[src/rtl/la_dffpipe_stage.sv]
// One register slice of la_dffpipe: a valid flop plus a DW-bit data word.
// The data word loads only when a valid word moves in, so idle cycles
// leave the data flops untouched.
module la_dffpipe_stage #(
  parameter int DW        = 1,
  parameter int RESETDATA = 0
) (
  input  logic          clk,
  input  logic          nreset,
  input  logic          clear,
  input  logic          adv,
  input  logic          src_valid,
  input  logic [DW-1:0] src_data,
  output logic          valid,
  output logic [DW-1:0] data
);

  logic          valid_d;
  logic          valid_q;
  logic [DW-1:0] data_d;
  logic [DW-1:0] data_q;
  logic          load;

  // Next-state: clear empties the slice, otherwise take the upstream word on advance.
  always_comb begin
    load    = adv & src_valid & ~clear;
    valid_d = valid_q;
    data_d  = data_q;
    if (clear) begin
      valid_d = 1'b0;
    end else if (adv) begin
      valid_d = src_valid;
    end
    if (load) begin
      data_d = src_data;
    end
  end

  // Valid flop always takes the asynchronous reset.
  always_ff @(posedge clk or negedge nreset) begin
    if (!nreset) begin
      valid_q <= 1'b0;
    end else begin
      valid_q <= valid_d;
    end
  end

  if (RESETDATA != 0) begin : g_data_rst
    // Data flops cleared by reset when requested.
    always_ff @(posedge clk or negedge nreset) begin
      if (!nreset) begin
        data_q <= '0;
      end else begin
        data_q <= data_d;
      end
    end
  end else begin : g_data_norst
    // Data flops without reset; contents are don't-care until first load.
    always_ff @(posedge clk) begin
      data_q <= data_d;
    end
  end

  assign valid = valid_q;
  assign data  = data_q;

endmodule

[src/rtl/la_dffpipe.sv]
// DEPTH-stage bubble-collapsing pipeline register with valid/ready handshake,
// synchronous flush and an occupancy count. Outputs come straight from the
// last stage's flops; only in_ready is combinational (from out_ready).
module la_dffpipe #(
  parameter int    DW        = 1,
  parameter int    DEPTH     = 2,
  parameter int    RESETDATA = 0,
  parameter string PROP      = "DEFAULT"
) (
  input  logic                         clk,
  input  logic                         nreset,
  input  logic                         clear,
  input  logic                         in_valid,
  input  logic [DW-1:0]                in_data,
  output logic                         in_ready,
  output logic                         out_valid,
  output logic [DW-1:0]                out_data,
  input  logic                         out_ready,
  output logic [$clog2(DEPTH+1)-1:0]   count
);

  localparam int CW = $clog2(DEPTH+1);

  logic [DEPTH-1:0] v;
  logic [DW-1:0]    d     [DEPTH];
  logic [DEPTH-1:0] adv;
  logic [DEPTH-1:0] src_v;
  logic [DW-1:0]    src_d [DEPTH];
  logic             accept;
  logic             emit;
  logic [CW-1:0]    count_d;
  logic [CW-1:0]    count_q;

  // Stage i may advance when it, or any stage downstream of it, is empty,
  // or when the output is being drained. Written as an explicit scan so the
  // chain has no self-referencing vector.
  always_comb begin
    adv = '0;
    for (int i = 0; i < DEPTH; i++) begin
      adv[i] = out_ready;
      for (int j = i; j < DEPTH; j++) begin
        if (!v[j]) adv[i] = 1'b1;
      end
    end
  end

  assign in_ready = adv[0] & ~clear;
  assign accept   = in_valid & in_ready;
  assign emit     = v[DEPTH-1] & out_ready;

  // Source of each stage: the input port for stage 0, the previous stage otherwise.
  always_comb begin
    src_v    = '0;
    src_v[0] = accept;
    src_d[0] = in_data;
    for (int i = 1; i < DEPTH; i++) begin
      src_v[i] = v[i-1];
      src_d[i] = d[i-1];
    end
  end

  for (genvar i = 0; i < DEPTH; i++) begin : g_stage
    la_dffpipe_stage #(
      .DW        (DW),
      .RESETDATA (RESETDATA)
    ) u_stage (
      .clk       (clk),
      .nreset    (nreset),
      .clear     (clear),
      .adv       (adv[i]),
      .src_valid (src_v[i]),
      .src_data  (src_d[i]),
      .valid     (v[i]),
      .data      (d[i])
    );
  end

  // Technology-mapping hook: a non-default PROP would select alternate cells here.
  if (PROP != "DEFAULT") begin : g_prop_hook
  end

  // Occupancy tracks accepts and emits; flush zeroes it.
  always_comb begin
    count_d = count_q;
    if (clear) begin
      count_d = '0;
    end else if (accept && !emit) begin
      count_d = count_q + CW'(1);
    end else if (emit && !accept) begin
      count_d = count_q - CW'(1);
    end
  end

  // Occupancy register.
  always_ff @(posedge clk or negedge nreset) begin
    if (!nreset) begin
      count_q <= '0;
    end else begin
      count_q <= count_d;
    end
  end

  assign out_valid = v[DEPTH-1];
  assign out_data  = d[DEPTH-1];
  assign count     = count_q;

endmodule
[config.mk]
export PLATFORM = sky130hd
export DESIGN_NAME = la_dffpipe
export DESIGN_NICKNAME = d
export VERILOG_FILES = /design/src/rtl/la_dffpipe_stage.sv /design/src/rtl/la_dffpipe.sv
export SDC_FILE = /design/constraint.sdc
export NUM_CORES = 1
export LEC_CHECK = 0
export CORE_AREA = 5 5 42 44
export CTS_CLUSTER_DIAMETER = 60
export CTS_CLUSTER_SIZE = 16
export DETAILED_ROUTE_END_ITERATION = 7
export DIE_AREA = 0 0 47 49
export GPL_TIMING_DRIVEN = 0
export PLACE_DENSITY = 0.49
export SLEW_MARGIN = 20
export SYNTH_ARGS = -nofsm -noshare
export SYNTH_HDL_FRONTEND = slang
export SYNTH_HIERARCHICAL = 1
export SYNTH_SLANG_ARGS = --single-unit
export TNS_END_PERCENT = 1
[constraint.sdc]
create_clock -name clk -period 1.35 [get_ports clk]
set_clock_uncertainty 0.05 [all_clocks]
set_input_delay 0.27 -clock clk [delete_from_list [all_inputs] [get_ports clk]]
set_output_delay 0.27 -clock clk [all_outputs]
set_load 0.03 [all_outputs]
* Word-level counts from Yosys, hierarchy flattened
Index checks and enable logic that the tools add are counted.
Operators by class: $add $sub $neg 2, multiplexer cells 10, bitwise logic cells 8, reduce and logical (&&, ||, !) cells 7
Operator list (count):
- 1-bit AND | 7
- 1-bit 2-to-1 mux | 7
- 2-bit 2-to-1 mux | 3
- 2-bit nonzero test | 2
- 3-bit nonzero test | 1
- 2-bit by 1-bit adder with 2-bit output, second input constant | 1
- 1-bit logical AND | 2
- 1-bit zero test | 2
- 2-bit by 1-bit subtractor with 2-bit output, second input constant | 1
- 1-bit NOT | 1
Storage, ports and cells: flip-flop bits (word level) 6

* Longest topological paths before layout
Gate-level depths: netlist of the first run.
word-level depth 9, depth in mapped cells 5

* By module
The synthesis of the first run kept the hierarchy.
Modules (own cells, without submodules):
- la_dffpipe | instances 1, cells each 21, area each 188.9 um2
- la_dffpipe_stage | instances 2, cells each 6, area each 77.6 um2

* Least setup slack after synthesis of the first run
OpenSTA, ideal clock, no wires.
kind reg-to-reg, start register g_stage[1].u_stage.valid_q, end register g_stage[0].u_stage.data_q (enable), library setup time 0.298 ns, data arrival time 1.544 ns, data required time 1.002 ns, slack -0.542 ns, cell stages (with the launch flop) 6, buffers on the path 0, path through dfrtp_1 nand3b_1 nor2b_1 and2_1 nand2_1 nor2_1
Between the ends: cells in the longest elaborated chain, start to end 5
RTL lines:
- from (decl) | line la_dffpipe_stage.sv:19 | logic valid_q;
- from (signal assigned) | line la_dffpipe_stage.sv:44 | valid_q <= valid_d;
- 1-bit 2-to-1 mux | line la_dffpipe.sv:42 | if (!v[j]) adv[i] = 1'b1;
- net adv[0] | line la_dffpipe.sv:26 | logic [DEPTH-1:0] adv;
- 1-bit AND | line la_dffpipe.sv:47 | assign in_ready = adv[0] & ~clear;
- net in_ready | line la_dffpipe.sv:15 | output logic in_ready,
- 1-bit AND | line la_dffpipe.sv:48 | assign accept = in_valid & in_ready;
- net accept | line la_dffpipe.sv:29 | logic accept;
- 1-bit AND (2 in series) | line la_dffpipe_stage.sv:26 | load = adv & src_valid & ~clear;
- net g_stage[0].u_stage.load | line la_dffpipe_stage.sv:22 | logic load;
- to (signal assigned) | line la_dffpipe_stage.sv:60 | data_q <= data_d;
- to (decl) | line la_dffpipe_stage.sv:21 | logic [DW-1:0] data_q;
The timed path passes the listed nets, and every way through them passes these cells. A chain may end at the register's enable or synchronous reset.

* Worst setup path after layout of the first run
start register g_stage[1].u_stage.valid_q, end output port in_ready
Between the ends: cells in the longest elaborated chain, start to end 2
RTL lines (line):
- 1-bit 2-to-1 mux | la_dffpipe.sv:42
- net adv[0] | la_dffpipe.sv:26
- 1-bit AND | la_dffpipe.sv:47
- to (decl) | la_dffpipe.sv:15
The timed path passes the listed nets, and every way through them passes these cells.

==> results.sh, run 1 <==
export IMPL_antenna_found_initial=0
export IMPL_drt_first_pass_iters=4
export IMPL_hold_buffers=0
export IMPL_hpwl_um=568.7
export IMPL_io_buffer_count=10
export IMPL_grt_use_total_pct=7.856
export IMPL_final_max_slew_violation_count=0
export IMPL_grt_start_max_net_pins=9
export IMPL_final_cells=65
export IMPL_drc=0
export IMPL_crit_fanout=5
export IMPL_p_leak_nw=0.2211
export IMPL_antenna_diode_count=0
export IMPL_totalPowerFinal_mw=0.4948
export IMPL_layout_drive_gt1_share_pct=32.65
export IMPL_layout_min_cycle_time_ns=1.410
export IMPL_root_buffer="clkbuf_4"
export IMPL_relSlewSlack_pct=73.36
export IMPL_coreArea_um2=1401
export IMPL_worst_pin_slew_ns=0.3995
export IMPL_finalSetupViolations=1
export IMPL_tns_ns=-0.06001
export IMPL_clockBufferDepth=2
export IMPL_hold_viol=0
export IMPL_critical_path_top_delay_family="flip-flops"
export IMPL_grt_overflow_total=0
export IMPL_critPathRequiredTime_ns=1.03
export IMPL_synthesis_instances=33
export IMPL_ys_seq_elements=6
export IMPL_gp_congestion=0.6704
export IMPL_drt_antenna_violating_nets=0
export IMPL_grt_pass1_vias=305
export IMPL_die_w_um=47
export IMPL_worst_path_buf_inv=1
export IMPL_outcome="complete, but fails checks"
export IMPL_seq_area_frac_synth_pct=46.55
export IMPL_pin_count=11
export IMPL_ys_types=18
export IMPL_finalWorstSetupSlack_ns=-0.06001
export IMPL_totalWireLength_um=775
export IMPL_nets=56
export IMPL_vias=291
export IMPL_yosysWarningCount=6
export IMPL_min_period_over_period_pct=104.4
export IMPL_avgSynthCellArea_um2=10.43
export IMPL_violations="setup timing"
export IMPL_mostFrequentLayoutCell="nor2_1"
export IMPL_placed_cells=59
export IMPL_end_kind="output pin"
export IMPL_initial_core_util_pct=24.55
export IMPL_syn_area_um2=344.1
export IMPL_tritoncts="yes"
export IMPL_vias_per_cell=4.477
export IMPL_clock_latency_ns=0.24
export IMPL_drtIter0Drc=5
export IMPL_cp_slowest_cell="dfrtp_2"
export IMPL_ir_worst_vdd_mv=0.4833
export IMPL_rsz0062_at_grt="yes"
export IMPL_dp_slack_ns=-0.7514
export IMPL_power_density_nw_per_um2=955.3
export IMPL_clkSlewWorstSetupHoldPaths_ns=0.05
export IMPL_critPathMaxStageDelay_ns=0.43
export IMPL_fmax_mhz=709.2
export IMPL_cts_sinks=6
export IMPL_routedWlPerCell_um=11.92
export IMPL_grt_pass1_wl_um=1262
export IMPL_critPathKind="register to output pin"
export IMPL_cap_violations=0
export IMPL_cts_htree_levels=1
export IMPL_worstPathArrival_ns=1.09
export IMPL_area_delta_synth_final_pct=50.55
export IMPL_cp_cell_sequence="nand3b_1, nor2b_4, buf_6"
export IMPL_cts_buffers=3
export IMPL_die_height_um=49
export IMPL_worst_setup_path_start_kind="register"
export IMPL_dieArea_um2=2303
export IMPL_synth_nets=39
export IMPL_rows=14
export IMPL_hold_class="input port to asynchronous set/reset pin"
==> registers in the layout, indices dropped and copies added, names as in the netlist <==
| register | cells |
|---|---|
| g_stage.u_stage/valid | 2 |
| count | 2 |
| g_stage.u_stage/data | 2 |
==> cell type report <==
cell class	instances	area, um2
repair buffers	12	116.4
fillers	151	883.3
clock buffers	4	26.28
multi-input cells	27	193.9
flip-flops and latches	6	161.4
well taps	16	20.02
==> synthesized netlist by cell type <==
master    number  share of area (%)
mux2_1         1                3.3
mux2i_1        1                2.9
dfrtp_1        4                 29
a221oi_2       1                4.4
o21ai_0        1                1.5
and2_1         3                5.5
nand3b_1       1                2.2
nand2b_1       3                5.5
a21oi_2        2                5.1
a21oi_1        1                1.5
o21ai_1        1                1.5
nor2b_1        2                3.6
nor3b_1        1                2.2
mux2_4         1                4.4
nor2_1         4                4.4
edfxtp_1       2                 17
a31o_1         1                2.5
nand2_1        3                3.3
==> metal layers <==
metal / share of wire (%) / wire (um) / track usage (%) / up-vias
li1: - / - / - / 150
met1: 44 / 344 / 8.929 / 134
met2: 48 / 375 / 11.76 / 7
met3: 7.0 / 54 / 3.690 / 0
met4: 0 / 0 / 4.147 / 0
met5: 0 / 0 / 0 / -
==> through the flow <==
step           hold WS (ns)  util (%)  cell area (um2)
2_1_floorplan      -0.07559         -            352.8
3_3_place_gp         0.3546     33.75            473.0
3_5_place_dp         0.3628     33.75            473.0
4_1_cts              0.1789     36.07            505.5
5_1_grt              0.2025     36.96            518.0
6_report             0.1813     36.96            518.0
==> report_power, final <==
group | total (mW) | leakage, nW | switching [mW] | internal [mW]
combinational | 0.0989 | 0.136 | 0.0505 | 0.0485
clock | 0.186 | 0.0150 | 0.0736 | 0.113
sequential | 0.210 | 0.0701 | 0.0116 | 0.198
total | 0.495 | 0.221 | 0.136 | 0.359
==> cells by family after synthesis <==
family             after synthesis  synth area share [%]
DFF                              6                 46.55
muxes                            3                 10.54
and+or+nand+nor                 17                 26.55
AOI/OAI and AO/OA                7                 16.36
==> path summary, 6_finish.rpt <==
| path | startpoint | to | slack, ns | cells after the start |
|---|---|---|---|---|
| max | g_stage[1].u_stage/valid | in_ready | -0.06 | 3 |
| min | nreset | count[1] | 0.18 | 1 |
| max reg2reg | g_stage[1].u_stage/valid | g_stage[0].u_stage/data | 0 | 5 |
| min reg2reg | g_stage[0].u_stage/data | g_stage[1].u_stage/data | 0.37 | 0 |
| max in group asynchronous | nreset | g_stage[1].u_stage/valid | 0.88 | 1 |
| min in group clk | g_stage[0].u_stage/data | g_stage[1].u_stage/data | 0.37 | 0 |
==> repair_timing <==
item,CTS,global route
setup endpoints to repair,7,6
setup buffers,1,1
gates resized for setup,17,5
pin swaps,0,1
gates cloned,0,0
Power figures use the tool's default switching activity.
==> inputs of run 2 (changes only) <==
--- a/config.mk
+++ b/config.mk
@@ -12,7 +12,6 @@
 export DIE_AREA = 0 0 47 49
 export GPL_TIMING_DRIVEN = 0
 export PLACE_DENSITY = 0.49
-export SLEW_MARGIN = 20
 export SYNTH_ARGS = -nofsm -noshare
 export SYNTH_HDL_FRONTEND = slang
 export SYNTH_HIERARCHICAL = 1
==> results of run 2 <==
Final layout, timing and power as in run 1 (identical DEF).
==> inputs of run 3 (changes only) <==
--- a/config.mk
+++ b/config.mk
@@ -5,11 +5,11 @@
 export SDC_FILE = /design/constraint.sdc
 export NUM_CORES = 1
 export LEC_CHECK = 0
-export CORE_AREA = 5 5 42 44
+export CORE_AREA = 2 2 39 41
 export CTS_CLUSTER_DIAMETER = 60
 export CTS_CLUSTER_SIZE = 16
 export DETAILED_ROUTE_END_ITERATION = 7
-export DIE_AREA = 0 0 47 49
+export DIE_AREA = 0 0 41 43
 export GPL_TIMING_DRIVEN = 0
 export PLACE_DENSITY = 0.49
 export SYNTH_ARGS = -nofsm -noshare
==> results.sh, run 3 (same netlist as run 1, synthesis figures left out) <==
export IMPL_hold_class="input port to asynchronous set/reset pin"
export IMPL_end_kind="output pin"
export IMPL_p_leak_nw=0.2241
export IMPL_worst_setup_path_start_kind="register"
export IMPL_finalWorstSetupSlack_ns=-0.06418
export IMPL_layout_min_cycle_time_ns=1.414
export IMPL_rows=14
export IMPL_tns_ns=-0.1176
export IMPL_tritoncts="yes"
export IMPL_grt_overflow_total=0
export IMPL_routedWlPerCell_um=11.43
export IMPL_clkSlewWorstSetupHoldPaths_ns=0.05
export IMPL_root_buffer="clkbuf_4"
export IMPL_placed_cells=59
export IMPL_antenna_diode_count=0
export IMPL_final_cells=65
export IMPL_totalPowerFinal_mw=0.4928
export IMPL_placed_area_um2=473.0
export IMPL_gp_congestion=0.7888
export IMPL_drt_first_pass_iters=4
export IMPL_layout_drive_gt1_share_pct=36.73
export IMPL_io_buffer_count=10
export IMPL_clockBufferDepth=2
export IMPL_power_density_nw_per_um2=935.6
export IMPL_stdcell_area_um2=526.8
export IMPL_cts_sinks=6
export IMPL_outcome="complete, but fails checks"
export IMPL_nets=56
export IMPL_critPathKind="register to output pin"
export IMPL_worstPathArrival_ns=1.09
export IMPL_final_max_slew_violation_count=0
export IMPL_worst_pin_slew_ns=0.3840
export IMPL_rsz0062_at_grt="yes"
export IMPL_totalWireLength_um=743
export IMPL_vias=306
export IMPL_drc=0
export IMPL_grt_pass1_wl_um=1145
export IMPL_grt_start_max_net_pins=9
export IMPL_hold_viol=0
export IMPL_antenna_found_initial=0
export IMPL_grt_pass1_vias=274
export IMPL_coreArea_um2=1384
export IMPL_die_w_um=41
export IMPL_cts_buffers=3
export IMPL_dieArea_um2=1763
export IMPL_min_period_over_period_pct=104.8
export IMPL_cap_violations=0
export IMPL_initial_core_util_pct=24.86
export IMPL_area_delta_synth_final_pct=53.09
export IMPL_crit_fanout=6
export IMPL_drt_antenna_violating_nets=0
export IMPL_hpwl_um=511.9
export IMPL_ir_worst_vdd_mv=0.2339
export IMPL_pin_count=11
export IMPL_drtIter0Drc=7
export IMPL_final_cell_mix="nor2_1 (4), dlygate4sd2_1 (4), nand2b_1 (3), nand2_1 (3), clkbuf_4 (3)"
export IMPL_critPathRequiredTime_ns=1.03
export IMPL_grt_use_total_pct=10.07
export IMPL_die_height_um=43
export IMPL_relSlewSlack_pct=74.40
export IMPL_clock_latency_ns=0.24
export IMPL_n_fill_cell=147
export IMPL_vias_per_cell=4.708
export IMPL_violations="setup timing"
export IMPL_finalSetupViolations=4
export IMPL_cts_htree_levels=1
export IMPL_fmax_mhz=707.1
run 3: final timing paths:
check / from / to / slack [ns] / cells past startpoint
setup / recovery: g_stage[1].u_stage/valid / in_ready / -0.06 / 3
hold / removal: nreset / g_stage[0].u_stage/valid / 0.18 / 1
setup reg to reg: g_stage[1].u_stage/valid / count[0] / -0.04 / 4
hold reg to reg: g_stage[0].u_stage/data / g_stage[1].u_stage/data / 0.37 / 0
max in group asynchronous: nreset / g_stage[1].u_stage/valid / 0.87 / 1
min in group clk: g_stage[0].u_stage/data / g_stage[1].u_stage/data / 0.37 / 0
run 3: stage by stage:
stage / setup WS, ns / utilization (%) / hold slack, ns
floorplan: -0.1822 / - / -0.07559
global route: -0.1340 / 38.07 / 0.1810
detailed placement: -0.7419 / 34.18 / 0.3575
finish: -0.06418 / 38.07 / 0.1824
CTS: -0.08661 / 35.99 / 0.1780
global placement: -0.7415 / 34.18 / 0.3543
run 3: layer usage:
layer	GRT usage, %	part of all wire, %	up-vias
li1	-	-	149
met1	14.29	44	142
met2	11.88	49	15
met3	0	6.5	0
met4	12.00	0	0
met5	0	0	-
run 3: final cells by class:
cell class / count / area, um2 / area share (%)
flip-flops and latches: 6 / 162.7 / 30.88
repair buffers: 12 / 116.4 / 22.09
multi-input cells: 27 / 201.4 / 38.24
well taps: 16 / 20.02 / 3.800
clock buffers: 4 / 26.28 / 4.988
run 3: power by group:
part	internal [mW]	switching [mW]
clock	0.112	0.0642
combinational	0.0533	0.0527
sequential	0.199	0.0118
run 3: what timing repair did:
item | in CTS | in global routing
pin swaps | 0 | 1
hold buffers | 0 | 0
buffers inserted | 0 | 2
gates resized for setup | 17 | 6
endpoints found under the setup margin | 7 | 6
run 3: worst max-delay path, stage by stage (launching register included):
cell and delay, ns:
dfrtp_2 0.43, nand3b_1 0.13, nor2b_4 0.16, buf_6 0.13
